`src/rtl/fpga_reset_sequencer.sv`:
```
// Board reset conditioner: button/lock synchronisers, button debounce, programmable hold
// and a two-stage release (peripherals, then platform) with last-abort cause capture.
module fpga_reset_sequencer #(
  parameter int SYNC_STAGES     = 2,
  parameter int DEBOUNCE_CYCLES = 16,
  parameter int HOLD_CYCLES     = 64,
  parameter int STAGE_GAP       = 8,
  parameter int CNT_WIDTH       = 16
) (
  input  logic       clk,
  input  logic       rstnn,
  input  logic       button_rstnn,
  input  logic       pll_locked,
  output logic       periph_rstnn,
  output logic       platform_rstnn,
  output logic [2:0] seq_state,
  output logic [1:0] reset_cause,
  output logic [7:0] reset_count
);

  typedef enum logic [2:0] {
    ST_WAIT_LOCK = 3'd1,
    ST_HOLD      = 3'd2,
    ST_PERI      = 3'd3,
    ST_RUN       = 3'd4
  } state_e;

  // A zero-length phase still occupies one cycle, so the terminal count floors at 0.
  localparam logic [CNT_WIDTH-1:0] DEB_LAST  =
    CNT_WIDTH'((DEBOUNCE_CYCLES > 0) ? DEBOUNCE_CYCLES - 1 : 0);
  localparam logic [CNT_WIDTH-1:0] HOLD_LAST =
    CNT_WIDTH'((HOLD_CYCLES > 0) ? HOLD_CYCLES - 1 : 0);
  localparam logic [CNT_WIDTH-1:0] GAP_LAST  =
    CNT_WIDTH'((STAGE_GAP > 0) ? STAGE_GAP - 1 : 0);

  logic [SYNC_STAGES-1:0] btn_sync_q;
  logic [SYNC_STAGES-1:0] lock_sync_q;
  logic                   btn_sync_s;
  logic                   lock_sync_s;

  logic                   deb_q,     deb_d;
  logic [CNT_WIDTH-1:0]   deb_cnt_q, deb_cnt_d;

  state_e                 state_q,   state_d;
  logic [CNT_WIDTH-1:0]   seq_cnt_q, seq_cnt_d;
  logic [1:0]             cause_q,   cause_d;
  logic [7:0]             count_q,   count_d;
  logic                   periph_q,  periph_d;
  logic                   platform_q, platform_d;
  logic                   good_s;
  logic                   abort_s;

  assign btn_sync_s  = btn_sync_q[SYNC_STAGES-1];
  assign lock_sync_s = lock_sync_q[SYNC_STAGES-1];
  assign good_s      = deb_q & lock_sync_s;

  // Input synchroniser chains for the two asynchronous inputs.
  always_ff @(posedge clk) begin
    if (!rstnn) begin
      btn_sync_q  <= '0;
      lock_sync_q <= '0;
    end else begin
      btn_sync_q  <= {btn_sync_q[SYNC_STAGES-2:0], button_rstnn};
      lock_sync_q <= {lock_sync_q[SYNC_STAGES-2:0], pll_locked};
    end
  end

  // Debounce: the level flips only after DEBOUNCE_CYCLES consecutive disagreeing samples.
  always_comb begin
    deb_d     = deb_q;
    deb_cnt_d = '0;
    if (btn_sync_s != deb_q) begin
      if (deb_cnt_q >= DEB_LAST) begin
        deb_d     = ~deb_q;
        deb_cnt_d = '0;
      end else begin
        deb_cnt_d = deb_cnt_q + CNT_WIDTH'(1);
      end
    end else begin
      deb_cnt_d = '0;
    end
  end

  // Debounce state register.
  always_ff @(posedge clk) begin
    if (!rstnn) begin
      deb_q     <= 1'b0;
      deb_cnt_q <= '0;
    end else begin
      deb_q     <= deb_d;
      deb_cnt_q <= deb_cnt_d;
    end
  end

  // Sequencer next-state, abort capture and next output levels.
  always_comb begin
    state_d   = state_q;
    seq_cnt_d = seq_cnt_q;
    cause_d   = cause_q;
    count_d   = count_q;
    abort_s   = 1'b0;
    case (state_q)
      ST_WAIT_LOCK: begin
        seq_cnt_d = '0;
        if (good_s) begin
          state_d = ST_HOLD;
        end else begin
          state_d = ST_WAIT_LOCK;
        end
      end
      ST_HOLD: begin
        if (!good_s) begin
          abort_s = 1'b1;
        end else if (seq_cnt_q >= HOLD_LAST) begin
          state_d   = ST_PERI;
          seq_cnt_d = '0;
        end else begin
          seq_cnt_d = seq_cnt_q + CNT_WIDTH'(1);
        end
      end
      ST_PERI: begin
        if (!good_s) begin
          abort_s = 1'b1;
        end else if (seq_cnt_q >= GAP_LAST) begin
          state_d   = ST_RUN;
          seq_cnt_d = '0;
        end else begin
          seq_cnt_d = seq_cnt_q + CNT_WIDTH'(1);
        end
      end
      ST_RUN: begin
        if (!good_s) begin
          abort_s = 1'b1;
        end else begin
          state_d = ST_RUN;
        end
      end
      default: begin
        state_d   = ST_WAIT_LOCK;
        seq_cnt_d = '0;
      end
    endcase

    if (abort_s) begin
      state_d   = ST_WAIT_LOCK;
      seq_cnt_d = '0;
      cause_d   = {~lock_sync_s, ~deb_q};
      count_d   = (count_q == 8'd255) ? count_q : count_q + 8'd1;
    end else begin
      cause_d   = cause_q;
    end

    // Outputs follow the next state so they switch on the same edge as the state register.
    periph_d   = (state_d == ST_PERI) || (state_d == ST_RUN);
    platform_d = (state_d == ST_RUN);
  end

  // Sequencer state and registered reset outputs.
  always_ff @(posedge clk) begin
    if (!rstnn) begin
      state_q    <= ST_WAIT_LOCK;
      seq_cnt_q  <= '0;
      cause_q    <= 2'b00;
      count_q    <= 8'd0;
      periph_q   <= 1'b0;
      platform_q <= 1'b0;
    end else begin
      state_q    <= state_d;
      seq_cnt_q  <= seq_cnt_d;
      cause_q    <= cause_d;
      count_q    <= count_d;
      periph_q   <= periph_d;
      platform_q <= platform_d;
    end
  end

  assign periph_rstnn   = periph_q;
  assign platform_rstnn = platform_q;
  assign seq_state      = state_q;
  assign reset_cause    = cause_q;
  assign reset_count    = count_q;

endmodule

```
`config.mk`:
```
export PLATFORM = sky130hd
export DESIGN_NAME = fpga_reset_sequencer
export DESIGN_NICKNAME = d
export VERILOG_FILES = /design/src/rtl/fpga_reset_sequencer.sv
export SDC_FILE = /design/constraint.sdc
export NUM_CORES = 1
export LEC_CHECK = 0
export ABC_AREA = 1
export CORE_UTILIZATION = 56
export DETAILED_ROUTE_END_ITERATION = 16
export GPL_TIMING_DRIVEN = 0
export PLACE_DENSITY = 0.82
export SYNTH_ARGS = -nofsm -noshare
export SYNTH_HDL_FRONTEND = slang
export SYNTH_SLANG_ARGS = --single-unit
export TNS_END_PERCENT = 30
```
`constraint.sdc`:
```
create_clock -name clk -period 1.7 [get_ports clk]
set_input_delay 0.17 -clock clk [delete_from_list [all_inputs] [get_ports clk]]
set_output_delay 0.17 -clock clk [all_outputs]
set_load 0.05 [all_outputs]
```
# Yosys cells after proc, flatten, opt, wreduce, memory -nomap -nowiden
# Cells that the tools add are included.
[classes]
n_reduce_logical = 7
n_eq_ne = 10
n_bitwise = 7
add_sub_neg = 3
order_cmp = 3
muxes = 15
[op_table]
columns = ["operator", "n"]
rows = [
  ["two-way mux 16 bit", 4],
  ["one-hot mux 16 bit (3 select lines)", 1],
  ["adder 16 x 1 -> 16 bit (second input constant)", 2],
  ["two-way mux 3 bit", 6],
  [">= comparator 16 x 3 -> 1 bit (second input constant)", 1],
  [">= comparator 16 x 4 -> 1 bit (second input constant)", 1],
  [">= comparator 16 x 6 -> 1 bit (second input constant)", 1],
  ["one-hot mux 3 bit (4 select lines)", 1],
  ["== test 3 x 2 -> 1 bit (second input constant)", 3],
  ["adder 8 x 1 -> 8 bit (second input constant)", 1],
  ["== test 8 bit (second input constant)", 1],
  ["== test 3 bit (second input constant)", 2],
  ["NOT 1 bit", 6],
  ["OR reduction 3 bit", 2],
  ["!= test 2 bit (second input constant)", 2],
  ["AND reduction 2 bit", 2],
  ["== test 3 x 1 -> 1 bit (second input constant)", 1],
  ["AND reduction 3 bit", 1],
  ["two-way mux 1 bit", 2],
  ["two-way mux 2 bit", 1],
  ["OR reduction 2 bit", 1],
  ["AND 1 bit", 1],
  ["logical OR 1 bit", 1],
  ["!= test 1 bit", 1],
]
[word_totals]
ff_bits = 52
elab_cells = 55
inputBits = 4
out_inout_bits = 15

# Depth between registers and ports, before layout
[logic_depth]
word_depth = 7
ltp_mapped = 10
mapped_depth_nobuf = 10

# Worst setup path after synthesis
# Ideal clock, no wire load.
[synth_timing]
path_kind = "register to register"
startpoint = "register count_q[0] (netlist: reset_count[0])"
endpoint = "register count_q[0] (netlist: reset_count[0])"
stages_incl_launch_ff = 9
setup_ps = 148
required_time_ps = 1552
period_less_slack_ps = 1785
path_buffers = 0
arrival_ps = 1637
path_slack_ps = -85
path_cell_list = "dfxtp_1 ha_1 nand2_1 nor2_2 nand3_2 nand2_4 inv_2 o21ai_1 a21oi_1"
[synth_between]
elab_chain_len = 3
elab_cells_between_ends = 4
cone_classes = "add/sub: 1; eq/ne: 1; bitwise: 1; reduce/logical: 1"
[synth_rtl]
columns = ["element", "line_no", "source"]
rows = [
  ["from (decl)", "47", "logic [7:0] count_q, count_d;"],
  ["from (signal assigned)", "171", "count_q <= count_d;"],
  ["branches (longest 3 deep; another with adder 8 x 1 -> 8 bit)", "--", ""],
]
# Several ways; the timed one is not identified.
# A chain may end at the register's enable or synchronous reset.

# Worst setup path in the final report
[layout_timing]
startpoint = "register cause_q[1] (netlist: reset_cause[1])"
endpoint = "output reset_cause[1]"
[layout_lines]
columns = ["element", "line_no", "source"]
rows = [
  ["from (decl)", "46", "logic [1:0] cause_q, cause_d;"],
  ["from (signal assigned)", "170", "cause_q <= cause_d;"],
  ["to (decl)", "17", "output logic [1:0] reset_cause,"],
]
# No word-level cell between the ends.

==> impl_metrics.env <==
export IMPL_reg2reg_depth=9
export IMPL_cp_depth=1
export IMPL_nets=307
export IMPL_status="finished, final reports clean"
export IMPL_place_congestion=0.7861
export IMPL_yosysUniqueCellTypes=30
export IMPL_portBuffers=18
export IMPL_multiInputGateArea_sq_um=960.9
export IMPL_ctsRootBufferMaster="clkbuf_8"
export IMPL_die_h_microns=63.45
export IMPL_ys_ff_latch=52
export IMPL_core_area_sq_um=3468
export IMPL_synth_top_cell_area_share=0.4923
export IMPL_tightest_slew_ns=0.5158
export IMPL_synth_top_area_cell="dfxtp_1"
export IMPL_hp_class="primary input to flop"
export IMPL_grt_pass1_vias=1622
export IMPL_vdd_drop_max_uv=825.9
export IMPL_die_area_sq_um=4026
export IMPL_final_hold_viol_count=0
export IMPL_rsz0062_at_grt="false"
export IMPL_wl_per_cell_microns=10.43
export IMPL_hold_path_cell_count=3
export IMPL_grt_total_usage=0.2023
export IMPL_cts_max_level=2
export IMPL_clockBufferDepth=2
export IMPL_cts_setup_buffers=0
export IMPL_p_leak_nw=1.294
export IMPL_clk_latency_ns=0.31
export IMPL_p_sw_w=0.0004648
export IMPL_numCtsBuffers=5
export IMPL_crit_fanout=2
export IMPL_grt_max_degree=19
export IMPL_tns_ns=0
export IMPL_slew_headroom=0.6575
export IMPL_intPower_w=0.001558
export IMPL_synth_cells=264
export IMPL_postRouteAntennaNets=0
export IMPL_yosysWarnings=0
export IMPL_postLayoutCellArea_sq_um=2490
export IMPL_pre_cts_ws_ns=0.1984
export IMPL_seq_area_frac_synth=0.4923
export IMPL_avgSynthCellArea_sq_um=8.010
export IMPL_start_kind="flop"
export IMPL_ff_latch_area_sq_um=1044
export IMPL_drc=0
export IMPL_area_growth_pct=17.75
export IMPL_finalSetupViolations=0
export IMPL_p_per_area_nw_per_um2=812.3
export IMPL_sw_frac_of_total=0.2298
export IMPL_slowest_delay_ns=0.81
export IMPL_layout_drive_gt1_share=0.1296
export IMPL_fin_skew_ns=0.001926
export IMPL_cts_tree="done"
export IMPL_p_clk_frac=0.358
export IMPL_drt_wl_total_microns=3619
export IMPL_fin_crit_ns=1.640
export IMPL_share_comb_of_total_power=0.026
export IMPL_cp_data_arrival_time_ns=1.47
export IMPL_num_rows=21
export IMPL_path_delay_family="buffers and inverters"
export IMPL_yosys_top_cells_area="dfxtp_1, nand2_1, nor2_1"
export IMPL_ios=19
export IMPL_die_w_microns=63.45
export IMPL_gr_total_overflow=0
export IMPL_grt_pass1_wl_microns=6341
export IMPL_cts_hold_buf=0
export IMPL_clkTransAtPathRegs_ns=0.09
export IMPL_sequentialPowerShare=0.616
export IMPL_critPathCaptureType="output port"
export IMPL_fmax_mhz=609.8
export IMPL_vias=1658
export IMPL_critPathRequiredTime_ns=1.53
export IMPL_place_area_sq_um=2396
export IMPL_dpl_hpwl_microns=2665
export IMPL_routed_via_density=4.778
export IMPL_drv_slew=0
export IMPL_fillers=284
export IMPL_drv_cap=0
export IMPL_cts_sinks=52
export IMPL_drt_iter0_markers=50
export IMPL_drtPass1Iterations=5
export IMPL_path_buf_inv=1
export IMPL_finalPower_w=0.002022
export IMPL_netlist_area_sq_um=2115
export IMPL_crit_chain="clkdlybuf4s50_1"
export IMPL_start_util=0.6097
export IMPL_crit_slowest_cell="clkdlybuf4s50_1"
export IMPL_crit_type="flop to output port"
export IMPL_worst_slack_ns=0.06004
export IMPL_n_antenna_cell=0
export IMPL_antenna_found_initial=0
export IMPL_finalCritPeriodShare=0.9647
## power groups by stage
stage	clock network, W	registers (W)	logic [W]
2_1_floorplan	0	0.00128	0.0000307
3_3_place_gp	0	0.00127	0.0000511
3_5_place_dp	0	0.00128	0.0000520
4_1_cts	0.000743	0.00125	0.0000519
5_1_grt	0.000789	0.00125	0.0000594
6_report	0.000724	0.00125	0.0000520
## layer usage
metal | part of all wire | global-route usage
met5 | 0 | 0
met4 | 0.029 | 0.1051
met3 | 0.035 | 0.06159
met2 | 0.49 | 0.3723
met1 | 0.45 | 0.2007
## final timing paths
kind                                     end  slack, ns                   startpoint
setup reg to reg  seq_cnt_q[13]$_SDFFE_PP0P_       0.15    seq_cnt_q[0]$_SDFFE_PP0P_
hold / removal      btn_sync_q[0]$_SDFF_PN0_       0.38                 button_rstnn
hold reg to reg    lock_sync_q[1]$_SDFF_PN0_       0.43    lock_sync_q[0]$_SDFF_PN0_
setup / recovery              reset_cause[1]       0.06  reset_cause[1]$_SDFFE_PN0P_
## worst min-delay path: stages
cell	delay [ns]
clkdlybuf4s50_1	0.39
nand2_1	0.06
inv_1	0.03
## synth_stat cells
cell type	instances
a21o_1	1
conb_1	1
nand3b_1	1
nand2_4	7
a31oi_1	1
nor3_1	6
nor3_2	1
nand2_1	55
o31ai_1	1
ha_1	3
nand3_1	13
nand4_1	6
inv_1	26
buf_8	1
clkinv_2	1
nand2_2	1
xnor2_1	3
nand4_2	2
xor2_1	6
nor2_2	3
buf_2	2
nor2_1	48
a21oi_1	8
nand3_4	1
o21ai_0	2
a32o_1	1
inv_2	7
o21ai_1	1
nand3_2	3
dfxtp_1	52
## flip-flops by register name, indices dropped and copies added, names as in the netlist, 2 cells and up
signal	flops
seq_cnt_q	16
reset_count	8
seq_state	3
reset_cause	2
deb_cnt_q	16
lock_sync_q	2
btn_sync_q	2
## area by class of cell
class | instances | area share
inverter | 34 | 0.05176
clock buffer | 5 | 0.02764
clock inverter | 3 | 0.01005
multi-input combinational | 186 | 0.3859
buffer | 3 | 0.01005
sequential | 52 | 0.4191
timing repair buffer | 18 | 0.07236
tap | 46 | 0.02312
## cell families after synthesis
group / Yosys count / share of synthesized area
flops: 52 / 0.4923
simple gates: 147 / 0.3373
fa+ha+maj: 3 / 0.01775
xor+xnor: 9 / 0.03728
compound gates: 15 / 0.04083
buf+inv: 37 / 0.07278
other cells: 1 / 0.001773
## placed cells by master (no fill, tap or decap), drive strengths merged, types with 4 or more instances in the layout
cell type	synthesis	final
nand3	17	17
xor2	6	6
clkbuf	0	5
nand2	63	63
nor3	7	7
nor2	51	51
dfxtp	52	52
dlygate4sd2	0	8
dlymetal6s2s	0	4
nand4	8	8
a21oi	8	8
clkdlybuf4s50	0	6
inv	33	35
conb	1	12
## repair_timing
item	CTS	global route
endpoints found under the setup margin	8	4
resized for setup	8	4
gates cloned	0	0
## metrics by stage
step	instances	hold slack, ns	util
floorplan	275	0.2676	-
global placement	339	0.3916	0.6908
detailed placement	339	0.4094	0.6908
CTS	347	0.3705	0.7150
global route	347	0.3828	0.7179
finish	347	0.3798	0.7179
Note: power is estimated with default switching activity, not from simulation.
